`src/rtl/exword_assemble_pkg.sv`:
```
// ---------------------------------------------------------------------------
// exword_assemble_pkg
//  Shared exbus definitions used by exword_assemble (and exdecompress):
//  word-type encodings, field widths, the received-byte layout, the
//  first-byte length decode and the payload slot placement helper.
// ---------------------------------------------------------------------------
package exword_assemble_pkg;

  localparam int unsigned BYTE_W = 8;   // raw receive byte
  localparam int unsigned PAY_W  = 7;   // payload bits per byte
  localparam int unsigned WORD_W = 35;  // compressed bus word
  localparam int unsigned CNT_W  = 3;   // byte count / word length
  localparam int unsigned LSB_W  = 6;   // bit index into the word

  // Word type carried in p[6:5] of the first payload byte
  typedef enum logic [1:0] {
    EXB_ADDR    = 2'b00,
    EXB_WRITE   = 2'b01,
    EXB_READ    = 2'b10,
    EXB_SPECIAL = 2'b11
  } exb_type_e;

  // Received byte: bit7 set marks a payload byte, clear marks console data
  typedef struct packed {
    logic             payload_flag;
    logic [PAY_W-1:0] data;
  } rx_byte_t;

  // Number of payload bytes in a word, decoded from its first payload byte
  function automatic logic [CNT_W-1:0] exb_wordlen(input logic [PAY_W-1:0] p);
    logic [CNT_W-1:0] len;
    len = CNT_W'(1);
    case (exb_type_e'(p[6:5]))
      EXB_ADDR, EXB_WRITE: begin
        if (!p[4])      len = CNT_W'(5);
        else if (!p[3]) len = CNT_W'(1);
        else if (!p[2]) len = CNT_W'(2);
        else            len = CNT_W'(3);
      end
      EXB_READ: len = p[4] ? CNT_W'(2) : CNT_W'(1);
      default:  len = CNT_W'(1);
    endcase
    return len;
  endfunction

  // LSB position of payload byte k inside the left-justified word
  function automatic logic [LSB_W-1:0] exb_slot_lsb(input logic [CNT_W-1:0] k);
    logic [LSB_W-1:0] lsb;
    case (k)
      CNT_W'(0): lsb = LSB_W'(28);
      CNT_W'(1): lsb = LSB_W'(21);
      CNT_W'(2): lsb = LSB_W'(14);
      CNT_W'(3): lsb = LSB_W'(7);
      default:   lsb = LSB_W'(0);
    endcase
    return lsb;
  endfunction

endpackage

```
`src/rtl/exword_assemble_if.sv`:
```
// ---------------------------------------------------------------------------
// exword_assemble_if
//  Byte-in / word-out / console-out handshake bundle of exword_assemble.
//   i_stb/o_busy/i_byte           incoming byte stream
//   o_stb/i_busy/o_word           assembled word stream (to exdecompress)
//   o_cons_stb/i_cons_busy/o_cons_byte  console byte stream
//   o_err                         partial word dropped on timeout (pulse)
//   o_active                      partial word in progress or word pending
//  slave  : assembler view;  master : byte source / downstream sink view.
// ---------------------------------------------------------------------------
interface exword_assemble_if;
  import exword_assemble_pkg::*;

  logic              i_stb;
  logic              o_busy;
  logic [BYTE_W-1:0] i_byte;
  logic              o_stb;
  logic              i_busy;
  logic [WORD_W-1:0] o_word;
  logic              o_cons_stb;
  logic              i_cons_busy;
  logic [PAY_W-1:0]  o_cons_byte;
  logic              o_err;
  logic              o_active;

  modport slave (
    input  i_stb, i_byte, i_busy, i_cons_busy,
    output o_busy, o_stb, o_word, o_cons_stb, o_cons_byte, o_err, o_active
  );

  modport master (
    output i_stb, i_byte, i_busy, i_cons_busy,
    input  o_busy, o_stb, o_word, o_cons_stb, o_cons_byte, o_err, o_active
  );

endinterface

```
`src/rtl/exword_assemble.sv`:
```
// ---------------------------------------------------------------------------
// exword_assemble
//  Splits the raw receive byte stream into compressed 35-bit bus words
//  (bytes with bit7=1, 7 payload bits each, packed left-justified) and a
//  console byte stream (bytes with bit7=0). Partial words left idle for
//  2^TIMEOUT_BITS-1 clocks are dropped with a one-clock o_err pulse.
//  Ports:
//   i_clk    system clock
//   i_reset  synchronous active-high reset
//   bus      exword_assemble_if.slave (byte in, word out, console out)
//  Parameters:
//   OPT_LOWPOWER  zero o_word / o_cons_byte while their strobe is low
//   TIMEOUT_BITS  idle counter width; 0 disables the timeout
// ---------------------------------------------------------------------------
module exword_assemble
  import exword_assemble_pkg::*;
#(
  parameter bit          OPT_LOWPOWER = 1'b0,
  parameter int unsigned TIMEOUT_BITS = 20
) (
  input logic              i_clk,
  input logic              i_reset,
  exword_assemble_if.slave bus
);

  localparam int unsigned IDLE_W     = (TIMEOUT_BITS == 0) ? 1 : TIMEOUT_BITS;
  localparam bit          TIMEOUT_EN = (TIMEOUT_BITS != 0);

  rx_byte_t          rx;
  logic              busy;
  logic              acc;
  logic              acc_pay;
  logic              acc_cons;

  logic [CNT_W-1:0]  count_q, count_d;
  logic [CNT_W-1:0]  len_q, len_d;
  logic [WORD_W-1:0] sreg_q, sreg_d;
  logic [IDLE_W-1:0] idle_q, idle_d;
  logic              stb_q, stb_d;
  logic [WORD_W-1:0] word_q, word_d;
  logic              cons_stb_q, cons_stb_d;
  logic [PAY_W-1:0]  cons_byte_q, cons_byte_d;
  logic              err_q, err_d;

  logic [CNT_W-1:0]  len_now;
  logic [WORD_W-1:0] slot;
  logic [WORD_W-1:0] merged;
  logic              word_done;
  logic              timeout;

  // Input acceptance: one byte per clock, held off while either output stalls
  assign rx       = rx_byte_t'(bus.i_byte);
  assign busy     = (stb_q && bus.i_busy) || (cons_stb_q && bus.i_cons_busy);
  assign acc      = bus.i_stb && !busy;
  assign acc_pay  = acc && rx.payload_flag;
  assign acc_cons = acc && !rx.payload_flag;

  // Word assembly: byte count, latched length, shift register, idle timer
  always_comb begin
    count_d = count_q;
    len_d   = len_q;
    sreg_d  = sreg_q;
    idle_d  = idle_q;
    err_d   = 1'b0;

    // Length comes from byte 0 itself when a word is starting
    len_now   = (count_q == '0) ? exb_wordlen(rx.data) : len_q;
    slot      = WORD_W'(rx.data) << exb_slot_lsb(count_q);
    merged    = (count_q == '0) ? slot : (sreg_q | slot);
    word_done = acc_pay && (CNT_W'(count_q + 1'b1) == len_now);
    // An accepted payload byte on the all-ones clock beats the timeout
    timeout   = TIMEOUT_EN && (count_q != '0) && !acc_pay && (idle_q == '1);

    if (acc_pay) begin
      sreg_d  = merged;
      len_d   = len_now;
      count_d = word_done ? '0 : CNT_W'(count_q + 1'b1);
      idle_d  = '0;
    end else if (timeout) begin
      sreg_d  = '0;
      count_d = '0;
      idle_d  = '0;
      err_d   = 1'b1;
    end else if (count_q == '0 || !TIMEOUT_EN) begin
      idle_d  = '0;
    end else begin
      idle_d  = IDLE_W'(idle_q + 1'b1);
    end
  end

  // Output streams: data held stable while the strobe is stalled
  always_comb begin
    stb_d       = (stb_q && bus.i_busy) || word_done;
    word_d      = word_done ? merged : word_q;
    cons_stb_d  = (cons_stb_q && bus.i_cons_busy) || acc_cons;
    cons_byte_d = acc_cons ? rx.data : cons_byte_q;

    if (OPT_LOWPOWER && !stb_d)      word_d      = '0;
    if (OPT_LOWPOWER && !cons_stb_d) cons_byte_d = '0;
  end

  // State registers; output data is only cleared by reset in low-power mode
  always_ff @(posedge i_clk) begin
    if (i_reset) begin
      count_q    <= '0;
      len_q      <= '0;
      sreg_q     <= '0;
      idle_q     <= '0;
      stb_q      <= 1'b0;
      cons_stb_q <= 1'b0;
      err_q      <= 1'b0;
      if (OPT_LOWPOWER) begin
        word_q      <= '0;
        cons_byte_q <= '0;
      end
    end else begin
      count_q     <= count_d;
      len_q       <= len_d;
      sreg_q      <= sreg_d;
      idle_q      <= idle_d;
      stb_q       <= stb_d;
      word_q      <= word_d;
      cons_stb_q  <= cons_stb_d;
      cons_byte_q <= cons_byte_d;
      err_q       <= err_d;
    end
  end

  assign bus.o_busy      = busy;
  assign bus.o_stb       = stb_q;
  assign bus.o_word      = word_q;
  assign bus.o_cons_stb  = cons_stb_q;
  assign bus.o_cons_byte = cons_byte_q;
  assign bus.o_err       = err_q;
  assign bus.o_active    = (count_q != '0) || stb_q;

endmodule
```
`src/flat_wrapper.sv`:
```
// flat-port wrapper written by rule: the top's interface ports become plain ports
module exword_assemble_flat import exword_assemble_pkg::*;
#(
  parameter bit          OPT_LOWPOWER = 1'b0,
  parameter int unsigned TIMEOUT_BITS = 20
)
  (i_clk, i_reset, bus_i_stb, bus_i_byte, bus_i_busy, bus_i_cons_busy, bus_o_busy, bus_o_stb, bus_o_word, bus_o_cons_stb, bus_o_cons_byte, bus_o_err, bus_o_active);
  exword_assemble_if bus_i ();
  input logic i_clk;
  input logic i_reset;
  input wire logic [$bits(bus_i.i_stb)-1:0] bus_i_stb;
  input wire logic [$bits(bus_i.i_byte)-1:0] bus_i_byte;
  input wire logic [$bits(bus_i.i_busy)-1:0] bus_i_busy;
  input wire logic [$bits(bus_i.i_cons_busy)-1:0] bus_i_cons_busy;
  output wire logic [$bits(bus_i.o_busy)-1:0] bus_o_busy;
  output wire logic [$bits(bus_i.o_stb)-1:0] bus_o_stb;
  output wire logic [$bits(bus_i.o_word)-1:0] bus_o_word;
  output wire logic [$bits(bus_i.o_cons_stb)-1:0] bus_o_cons_stb;
  output wire logic [$bits(bus_i.o_cons_byte)-1:0] bus_o_cons_byte;
  output wire logic [$bits(bus_i.o_err)-1:0] bus_o_err;
  output wire logic [$bits(bus_i.o_active)-1:0] bus_o_active;
  assign bus_i.i_stb = bus_i_stb;
  assign bus_i.i_byte = bus_i_byte;
  assign bus_i.i_busy = bus_i_busy;
  assign bus_i.i_cons_busy = bus_i_cons_busy;
  assign bus_o_busy = bus_i.o_busy;
  assign bus_o_stb = bus_i.o_stb;
  assign bus_o_word = bus_i.o_word;
  assign bus_o_cons_stb = bus_i.o_cons_stb;
  assign bus_o_cons_byte = bus_i.o_cons_byte;
  assign bus_o_err = bus_i.o_err;
  assign bus_o_active = bus_i.o_active;
  exword_assemble #(.OPT_LOWPOWER(OPT_LOWPOWER), .TIMEOUT_BITS(TIMEOUT_BITS)) u_core (.i_clk(i_clk), .i_reset(i_reset), .bus(bus_i));
endmodule
```
`config.mk`:
```
export PLATFORM = sky130hd
export DESIGN_NAME = exword_assemble_flat
export DESIGN_NICKNAME = d
export VERILOG_FILES = /design/src/rtl/exword_assemble_pkg.sv /design/src/rtl/exword_assemble_if.sv /design/src/rtl/exword_assemble.sv /design/src/flat_wrapper.sv
export SDC_FILE = /design/constraint.sdc
export NUM_CORES = 1
export LEC_CHECK = 0
export ABC_AREA = 1
export CORE_ASPECT_RATIO = 0.7
export CORE_MARGIN = 5
export CORE_UTILIZATION = 60
export CTS_CLUSTER_DIAMETER = 60
export DETAILED_ROUTE_END_ITERATION = 10
export PLACE_DENSITY = 0.86
export SLEW_MARGIN = 10
export SYNTH_ARGS = -nofsm -noshare
export SYNTH_HDL_FRONTEND = slang
export SYNTH_SLANG_ARGS = --single-unit
```
`constraint.sdc`:
```
create_clock -name i_clk -period 8.14 [get_ports i_clk]
set_input_delay 1.628 -clock i_clk [delete_from_list [all_inputs] [get_ports i_clk]]
set_output_delay 1.628 -clock i_clk [all_outputs]
set_load 0.005 [all_outputs]
```
==> results.md, run 1 <==
- Status: finished, final reports clean
- Period utilization: 54.2%
- Avg Vias per Cell: 5.66
- Root buffer cell: clkbuf_16
- Shortest period the worst path allows: 4.42 ns
- Power, Total: 1.17 mW
- Fmax: 226 MHz
- Die H: 85.3 um
- CTS tree: yes
- GRT Residual Overflow: 0
- Ports: 60
- GRT met2 Usage: 35.0%
- Post-CTS Setup Bufs: 0
- Initial DRC count: 389
- Top-count cell post-synth: nand2_1
- Post-Layout Cell Count: 733
- Drt wl/cell: 16.4 um
- First-pass GRT wire length: 19500 um
- Async S/R FF share, synth: 0%
- Antenna Nets Post-Route: 0
- Final setup violation count: 0
- Hold_buf cts: 0
- Max-slew violation count: 0
- Placed Cells incl. Taps: 717
- Worst-Margin Slew: 0.987 ns
- Post-CTS sizing: 0
- Peak supply drop: 0.131 mV
- Unrepaired setup endpoints after global routing: no
- Die footprint: 10000 um2
- Setup CP Type: in2reg
- Switching share of power: 24.6%
- Final instance area: 5820 um2
- Post-synthesis sequential area ratio: 52.3%
- Placer Congestion: 0.888
- Number of H-tree levels: 3
- GR Layer Usage met3: 6.40%
- Setup Skew: 0.00427 ns
- Pwr dens: 202 nW/um2
- Area delta synth->final: 19.7%
- Drt pass-1 iters: 5
- Overall routing resource usage: 24.0%
- CP Capture Type: flip-flop
- Comb power frac: 10.7%
- Nets: 646
- Yosys warns: 0
- Busiest grt layer: met1
- Share of cells above drive strength 1: 9.02%
- Register-to-register path setup slack: 4.56 ns
- Placed instance area: 5490 um2
- WP data arrival: 4.38 ns
- Syn nets: 596
- Syn Inst Count: 577
- Max_cap viols: 0
- Top post-synthesis cells by count: nand2_1 (150), dfxtp_1 (64), nand3_1 (52), inv_1 (51), nor2_1 (44)
- CTS sink count: 106
- Yosys reg bits: 106
- Worst Path Max Fanout: 35
- DP HPWL: 8280 um
- Pleak: 2.13 nW
- Number of global-route vias before repair: 3763
- Final Hold Vio Count: 0
- Setup crit start kind: input port
- Internal power: 0.884 mW
- Synthesized area: 4860 um2
- TNS Setup: 0 ns
- Core area: 7870 um2
- Via count: 4151
- Initial antenna violation count: 0
- EDFF count, synth: 42
- Seq pwr share: 48.5%
- HP Class: reg2reg
- Slew margin rel.: 34.0%
- Site Rows: 27
- Post-synth top flop: dfxtp_1
- Post-Syn Area per Cell: 8.43 um2
- Final core utilization: 73.9%
- Longest Clk Path Bufs: 2
- Synth area leader: dfxtp_1
- Fillers: 581
- Final WL: 12000 um
- Clk network pwr share: 40.8%
- GR Util met1: 36.0%
- Critical path required time: 8.11 ns
- Worst-path clk slew: 0.07 ns
- ANT cells: 0
- Synth top area share: 26.3%
- Worst-Skew Late Latency: 0.34 ns
- IO buf count: 59
- Net Sw Power: 0.289 mW
- Total CTS buffers: 9
- Top post-synthesis cells by area: dfxtp_1 (26%), edfxtp_1 (26%), nand2_1 (12%)
- Initial Utilization: 61.8%
- Die Wd: 118 um
- Residual DRC count: 0
- Yosys cell types: 40
- Largest net degree at the start of global routing: 38
[kinds of logic (layout without fill, tap and decap cells)]
kind of cell / Yosys count / in the layout / share of synthesized area, %
simple gates: 289 / 289 / 27.1
fa+ha+maj: 6 / 6 / 1.54
buf+inv: 79 / 134 / 6.87
xor+xnor: 12 / 12 / 2.16
flops: 106 / 106 / 52.3
compound gates: 85 / 85 / 10.0
[power groups by stage]
stage / clock, mW / sequential (mW) / combinational, mW
final: 0.479 / 0.569 / 0.125
after global routing: 0.511 / 0.570 / 0.137
after CTS: 0.483 / 0.569 / 0.123
after detailed placement: 0 / 0.581 / 0.122
after global placement: 0 / 0.580 / 0.120
after floorplan: 0 / 0.581 / 0.0762
[state kept, by name, summed over array words and instances (netlist names)]
signal	cells
u_core.bus.o_word	35
u_core.sreg_q	35
u_core.idle_q	20
u_core.bus.o_cons_byte	7
u_core.count_q	3
u_core.len_q	3
u_core.bus.o_cons_stb	1
u_core.bus.o_err	1
u_core.bus.o_stb	1
[cell usage in the layout (no fill, tap or decap), drive strengths merged]
master         synthesis  final
bufinv                 0      2
clkinv                 1      2
nor3                   7      7
edfxtp                42     42
clkdlybuf4s50          0     59
clkbuf                 5     10
xnor2                  3      3
o22ai                  5      5
o211ai                 2      2
nand3                 53     53
inv                   56     59
o221ai                 1      1
o21ai                 31     31
buf                   17      2
nand3b                 1      1
ha                     6      6
nand4                 11     11
dfxtp                 64     64
a21oi                 44     44
xor2                   9      9
nor4                   3      3
nor2                  49     49
or2                    6      6
o21a                   2      2
nand2                159    159
[metrics by stage]
stage | hold slack [ns] | worst slack [ns]
2_1_floorplan | 0.445 | 3.82
3_3_place_gp | 0.454 | 3.48
3_5_place_dp | 0.460 | 3.36
4_1_cts | 0.474 | 3.72
5_1_grt | 0.490 | 3.48
6_report | 0.474 | 3.72
[critical path: stages]
cell and delay [ns]:
clkdlybuf4s50_1 0.40, nand2_1 0.08, nand2_1 0.07, nor2_1 0.14, nand2_1 0.07, buf_4 0.25
nor2_2 0.55, inv_1 0.32, nor2_4 0.84
[final timing paths]
| path | start | endpoint | cells past startpoint |
|---|---|---|---|
| max | bus_i_busy | u_core.bus.o_word[27] | 9 |
| min | u_core.sreg_q[30] | u_core.sreg_q[30] | 2 |
| max reg2reg | u_core.count_q[0] | u_core.bus.o_word[27] | 11 |
| min reg2reg | u_core.sreg_q[30] | u_core.sreg_q[30] | 2 |
[layout make-up]
class                           instances  area, um2  area share, %
Clock buffer                           10        239           4.11
Clock inverter                          6       95.1           1.63
Inverter                               57        216           3.72
Multi-Input combinational cell        392       1990           34.3
Sequential cell                       106       2540           43.7
Tap cell                              101        126           2.17
Timing Repair Buffer                   61        606           10.4
[layer usage]
layer	vias up	routed length, um
met3	14	1110
li1	1999	-
met2	210	5220
met1	1928	5580
met5	-	0
met4	0	133
Power figures use the tool's default switching activity.
==> inputs of run 2 (changes only) <==
--- a/config.mk
+++ b/config.mk
@@ -8,10 +8,10 @@
 export ABC_AREA = 1
 export CORE_ASPECT_RATIO = 0.7
 export CORE_MARGIN = 5
-export CORE_UTILIZATION = 60
+export CORE_UTILIZATION = 55
 export CTS_CLUSTER_DIAMETER = 60
 export DETAILED_ROUTE_END_ITERATION = 10
-export PLACE_DENSITY = 0.86
+export PLACE_DENSITY = 0.8
 export SLEW_MARGIN = 10
 export SYNTH_ARGS = -nofsm -noshare
 export SYNTH_HDL_FRONTEND = slang
==> constraint.sdc (replaced) <==
create_clock -name i_clk -period 4.2 [get_ports i_clk]
set_input_delay 0.84 -clock i_clk [delete_from_list [all_inputs] [get_ports i_clk]]
set_output_delay 0.84 -clock i_clk [all_outputs]
set_load 0.005 [all_outputs]
==> results.md, run 2 (synthesis gave the netlist of run 1 again) <==
- Pleak: 2.13 nW
- Buffers & Inverters on Critical Path: 3
- Fmax: 322 MHz
- Setup CP Type: reg2reg
- Post-CTS Setup Bufs: 0
- Internal power: 1.59 mW
- Largest net degree at the start of global routing: 38
- GRT Residual Overflow: 0
- Number of H-tree levels: 3
- Overall routing resource usage: 22.8%
- CP max-delay cell: dfxtp_1
- Slew margin rel.: 40.7%
- Setup ws final: 1.09 ns
- Period utilization: 74.0%
- Nets: 649
- Clk network pwr share: 37.5%
- Worst-path clk slew: 0.07 ns
- Number of global-route vias before repair: 3929
- FF-to-FF Start: u_core.count_q[0]
- Drt pass-1 iters: 7
- Area delta synth->final: 19.7%
- Switching share of power: 25.8%
- Post-Layout Cell Count: 755
- Longest Clk Path Bufs: 2
- Shortest period the worst path allows: 3.11 ns
- Hold Startpoint: u_core.len_q[1]
- Antenna Nets Post-Route: 0
- Die H: 88.7 um
- Register-to-register path setup slack: 1.09 ns
- Final instance area: 5820 um2
- Post-CTS sizing: 0
- Residual DRC count: 0
- Total CTS buffers: 9
- Worst setup path startpoint: u_core.count_q[0]
- Initial DRC count: 357
- DP Worst Slack: 0.898 ns
- Final setup violation count: 0
- Most common cell after layout, fill and taps aside: nand2_1
- Initial Utilization: 56.9%
- Critical path required time: 4.19 ns
- Ports: 60
- Core area: 8550 um2
- Placed instance area: 5530 um2
- Via count: 4076
- Net Sw Power: 0.553 mW
- ANT cells: 0
- TNS Setup: 0 ns
- Crit path top cell by count: nand2_1
- Final core utilization: 68.1%
- WP data arrival: 3.10 ns
- Site Rows: 28
- Drt wl/cell: 15.4 um
- Final WL: 11600 um
- Commonest cells after routing, fill and taps aside: nand2_1 (150), dfxtp_1 (64), clkdlybuf4s50_1 (59)
- Pwr dens: 369 nW/um2
- Crit-path cells: inv_1 > ha_1 > nand2_4 > inv_2 > nand3_1 > o21ai_0 > nand2_1 > nand2_1 > nor2_1 > nand2_1 > nor2_4 > buf_4
- Setup Skew: 0.00886 ns
- Unrepaired setup endpoints after global routing: no
- Placer Congestion: 0.921
- Setup crit start kind: flip-flop
- Root buffer cell: clkbuf_16
- CTS sink count: 106
- CP Capture Type: flip-flop
- CTS tree: yes
- Worst-Skew Late Latency: 0.35 ns
- Die footprint: 10900 um2
- Hold_buf cts: 0
- IO buf count: 59
- Die Wd: 122 um
- Seq pwr share: 51.3%
- Final Hold Vio Count: 0
- CP Capture Point: u_core.bus.o_word[0]
- Worst-Margin Slew: 0.887 ns
- HP Class: reg2reg
- Status: finished, final reports clean
- Reg2reg path depth: 12
- Reg-to-reg endpoint: u_core.bus.o_word[0]
- Comb power frac: 11.2%
- First-pass GRT wire length: 19200 um
- Placed Cells incl. Taps: 739
- Levels on crit path: 12
- Peak supply drop: 0.238 mV
- CP top delay family: simple AND/OR/NAND/NOR gates
- Slowest stage delay, CP: 0.46 ns
- Max_cap viols: 0
- Initial antenna violation count: 0
- Max-slew violation count: 0
- Share of cells above drive strength 1: 9.45%
- DP HPWL: 8230 um
- Worst Path Max Fanout: 37
- Avg Vias per Cell: 5.40
[run 2: layout make-up]
type                    count  area (um2)
clock buffers              10         239
fillers                   681        2730
clock inverters             6        48.8
repair buffers             64         628
well taps                 120         150
flip-flops and latches    106        2540
inverters                  57         216
multi-input cells         392        1990
[run 2: stage by stage]
step	hold slack (ns)	power (mW)
6_report	0.475	2.15
2_1_floorplan	0.445	1.27
4_1_cts	0.474	2.16
3_5_place_dp	0.460	1.36
5_1_grt	0.491	2.23
3_3_place_gp	0.455	1.36
[run 2: how the worst min path moves through the flow]
stage | slack [ns] | cells past startpoint | end
2_1_floorplan | 0.45 | 2 | u_core.sreg_q[14]
3_3_place_gp | 0.45 | 2 | u_core.sreg_q[28]
3_5_place_dp | 0.46 | 2 | u_core.sreg_q[29]
4_1_cts | 0.47 | 2 | u_core.sreg_q[29]
5_1_grt | 0.49 | 2 | u_core.sreg_q[27]
6_report | 0.47 | 2 | u_core.len_q[1]
[run 2: power groups by stage]
| stage | clock network, mW | registers [mW] | logic [mW] |
|---|---|---|---|
| 3_5_place_dp | 0 | 1.12 | 0.235 |
| 3_3_place_gp | 0 | 1.12 | 0.231 |
| 6_report | 0.805 | 1.10 | 0.240 |
| 4_1_cts | 0.816 | 1.10 | 0.237 |
| 5_1_grt | 0.859 | 1.10 | 0.262 |
| 2_1_floorplan | 0 | 1.13 | 0.148 |
[run 2: metal layers]
layer / track usage (%) / up-vias / routed length, um
li1: - / 2014 / -
met1: 31.9 / 1851 / 5340
met2: 35.4 / 196 / 4910
met3: 6.77 / 15 / 1230
met4: 4.67 / 0 / 114
met5: 0 / - / 0
[run 2: tightest hold or removal path, stage by stage (launching register included)]
cell and delay, ns:
dfxtp_1 0.30, inv_1 0.07, a21oi_1 0.06
==> inputs of run 3 (changes only) <==
==> constraint.sdc (replaced) <==
create_clock -name i_clk -period 3 [get_ports i_clk]
set_input_delay 0.6 -clock i_clk [delete_from_list [all_inputs] [get_ports i_clk]]
set_output_delay 0.6 -clock i_clk [all_outputs]
set_load 0.005 [all_outputs]
==> results.md, run 3 (synthesis gave the netlist of run 1 again) <==
- Status: finished, final reports clean
- Unrepaired setup endpoints after global routing: no
- Pwr dens: 519 nW/um2
- Slowest stage delay, CP: 0.50 ns
- Ports: 60
- Worst-Margin Slew: 0.474 ns
- Placer Congestion: 0.931
- Initial Utilization: 56.9%
- Period utilization: 96.2%
- Placed Cells incl. Taps: 748
- TNS Setup: 0 ns
- Max_cap viols: 0
- Worst Path Max Fanout: 24
- Site Rows: 28
- Initial antenna violation count: 0
- Number of global-route vias before repair: 3997
- FF-to-FF Start: u_core.count_q[0]
- Root buffer cell: clkbuf_16
- Max-slew violation count: 0
- Hold Path Depth: 2
- Share of cells above drive strength 1: 10.4%
- Nets: 658
- Avg Vias per Cell: 5.45
- Pleak: 2.17 nW
- Drt wl/cell: 16.0 um
- Residual DRC count: 0
- HP Class: reg2reg
- Slew margin rel.: 68.1%
- Shortest period the worst path allows: 2.89 ns
- Register-to-register path setup slack: 0.43 ns
- Number of H-tree levels: 3
- CTS tree: yes
- Fmax: 347 MHz
- Core area: 8550 um2
- GRT Residual Overflow: 0
- ANT cells: 0
- CP Capture Type: output pin
- CTS sink count: 106
- Final WL: 12200 um
- Crit-path cells: inv_1 > ha_1 > nand2_4 > buf_4 > or2_2 > clkdlybuf4s50_1
- Net Sw Power: 0.752 mW
- Switching share of power: 24.5%
- Most common cell after layout, fill and taps aside: nand2_1
- Die footprint: 10900 um2
- Reg-to-reg endpoint: u_core.bus.o_word[31]
- Longest Clk Path Bufs: 2
- Peak supply drop: 0.454 mV
- Fillers: 726
- CP max-delay cell: clkdlybuf4s50_1
- Hold WS: 0.479 ns
- Worst-Skew Late Latency: 0.35 ns
- Total CTS buffers: 9
- Worst-path clk slew: 0.07 ns
- Hold_buf cts: 0
- Setup CP Type: reg2out
- Reg2reg path depth: 12
- Drt pass-1 iters: 6
- Setup crit start kind: flip-flop
- Reg area: 2540 um2
- Initial DRC count: 321
- Post-CTS sizing: 0
- Die H: 88.7 um
- WP data arrival: 2.29 ns
- IO buf count: 59
- Commonest cells after routing, fill and taps aside: nand2_1 (150), dfxtp_1 (64), clkdlybuf4s50_1 (59)
- Critical path required time: 2.40 ns
- Area used by multi-input combinational logic: 1990 um2
- Overall routing resource usage: 23.9%
- Post-CTS Setup Bufs: 0
- Seq pwr share: 50.3%
- Setup Skew: 0.00463 ns
- Largest net degree at the start of global routing: 36
- Antenna Nets Post-Route: 0
- Internal power: 2.32 mW
- Via count: 4160
- Area delta synth->final: 21.5%
- Die Wd: 122 um
- Final Hold Vio Count: 0
- Post-Layout Cell Count: 764
- Final setup violation count: 0
- Min-Delay Endpoint: u_core.sreg_q[30]
- Clk network pwr share: 38.3%
- Comb power frac: 11.4%
- DP HPWL: 8830 um
- Hold Startpoint: u_core.sreg_q[30]
- First-pass GRT wire length: 19900 um
[run 3: how the worst max path moves through the flow]
stage	from	end	slack, ns	depth (start not counted)
finish	u_core.count_q[0]	bus_o_active	0.11	6
detailed placement	bus_i_byte[5]	u_core.bus.o_word[0]	0.32	12
CTS	u_core.count_q[0]	bus_o_active	0.1	6
global route	u_core.count_q[0]	bus_o_active	0.005	6
floorplan	u_core.count_q[0]	u_core.bus.o_word[0]	0.28	11
global placement	bus_i_byte[5]	u_core.bus.o_word[31]	0.38	12
[run 3: critical path, delay by kind of cell (launching register included)]
kind          cells  cell delay (ns)
simple gates      2             0.39
fa+ha+maj         1             0.24
flops             1             0.43
buf+inv           3             0.88
[run 3: metrics by stage]
stage          util, %  setup slack [ns]  instance area (um2)  power, mW
2_1_floorplan        -             0.278                 4870       1.78
3_3_place_gp      65.6             0.377                 5610       1.91
3_5_place_dp      65.6             0.321                 5610       1.92
4_1_cts           69.1            0.0992                 5910       3.08
5_1_grt           69.1           0.00527                 5910       3.18
6_report          69.1             0.114                 5910       3.07
[run 3: metal layers]
| layer | track usage, % | wire length, um | up-vias |
|---|---|---|---|
| met5 | 0 | 0 | - |
| met2 | 38.3 | 5510 | 165 |
| li1 | - | - | 2035 |
| met4 | 6.71 | 159 | 0 |
| met1 | 31.8 | 5520 | 1942 |
| met3 | 7.03 | 1000 | 18 |
[run 3: layout make-up]
type / count / area share [%]
inverters: 57 / 3.66
clock inverters: 4 / 0.868
clock buffers: 12 / 4.17
multi-input cells: 392 / 33.7
well taps: 120 / 2.54
flip-flops and latches: 106 / 43.0
repair buffers: 73 / 12.0
[run 3: power groups by stage]
stage	registers [mW]	logic (mW)	clock network (mW)
after floorplan	1.57	0.208	0
after global placement	1.57	0.337	0
after detailed placement	1.57	0.345	0
after CTS	1.54	0.348	1.19
after global routing	1.54	0.383	1.25
final	1.54	0.349	1.18
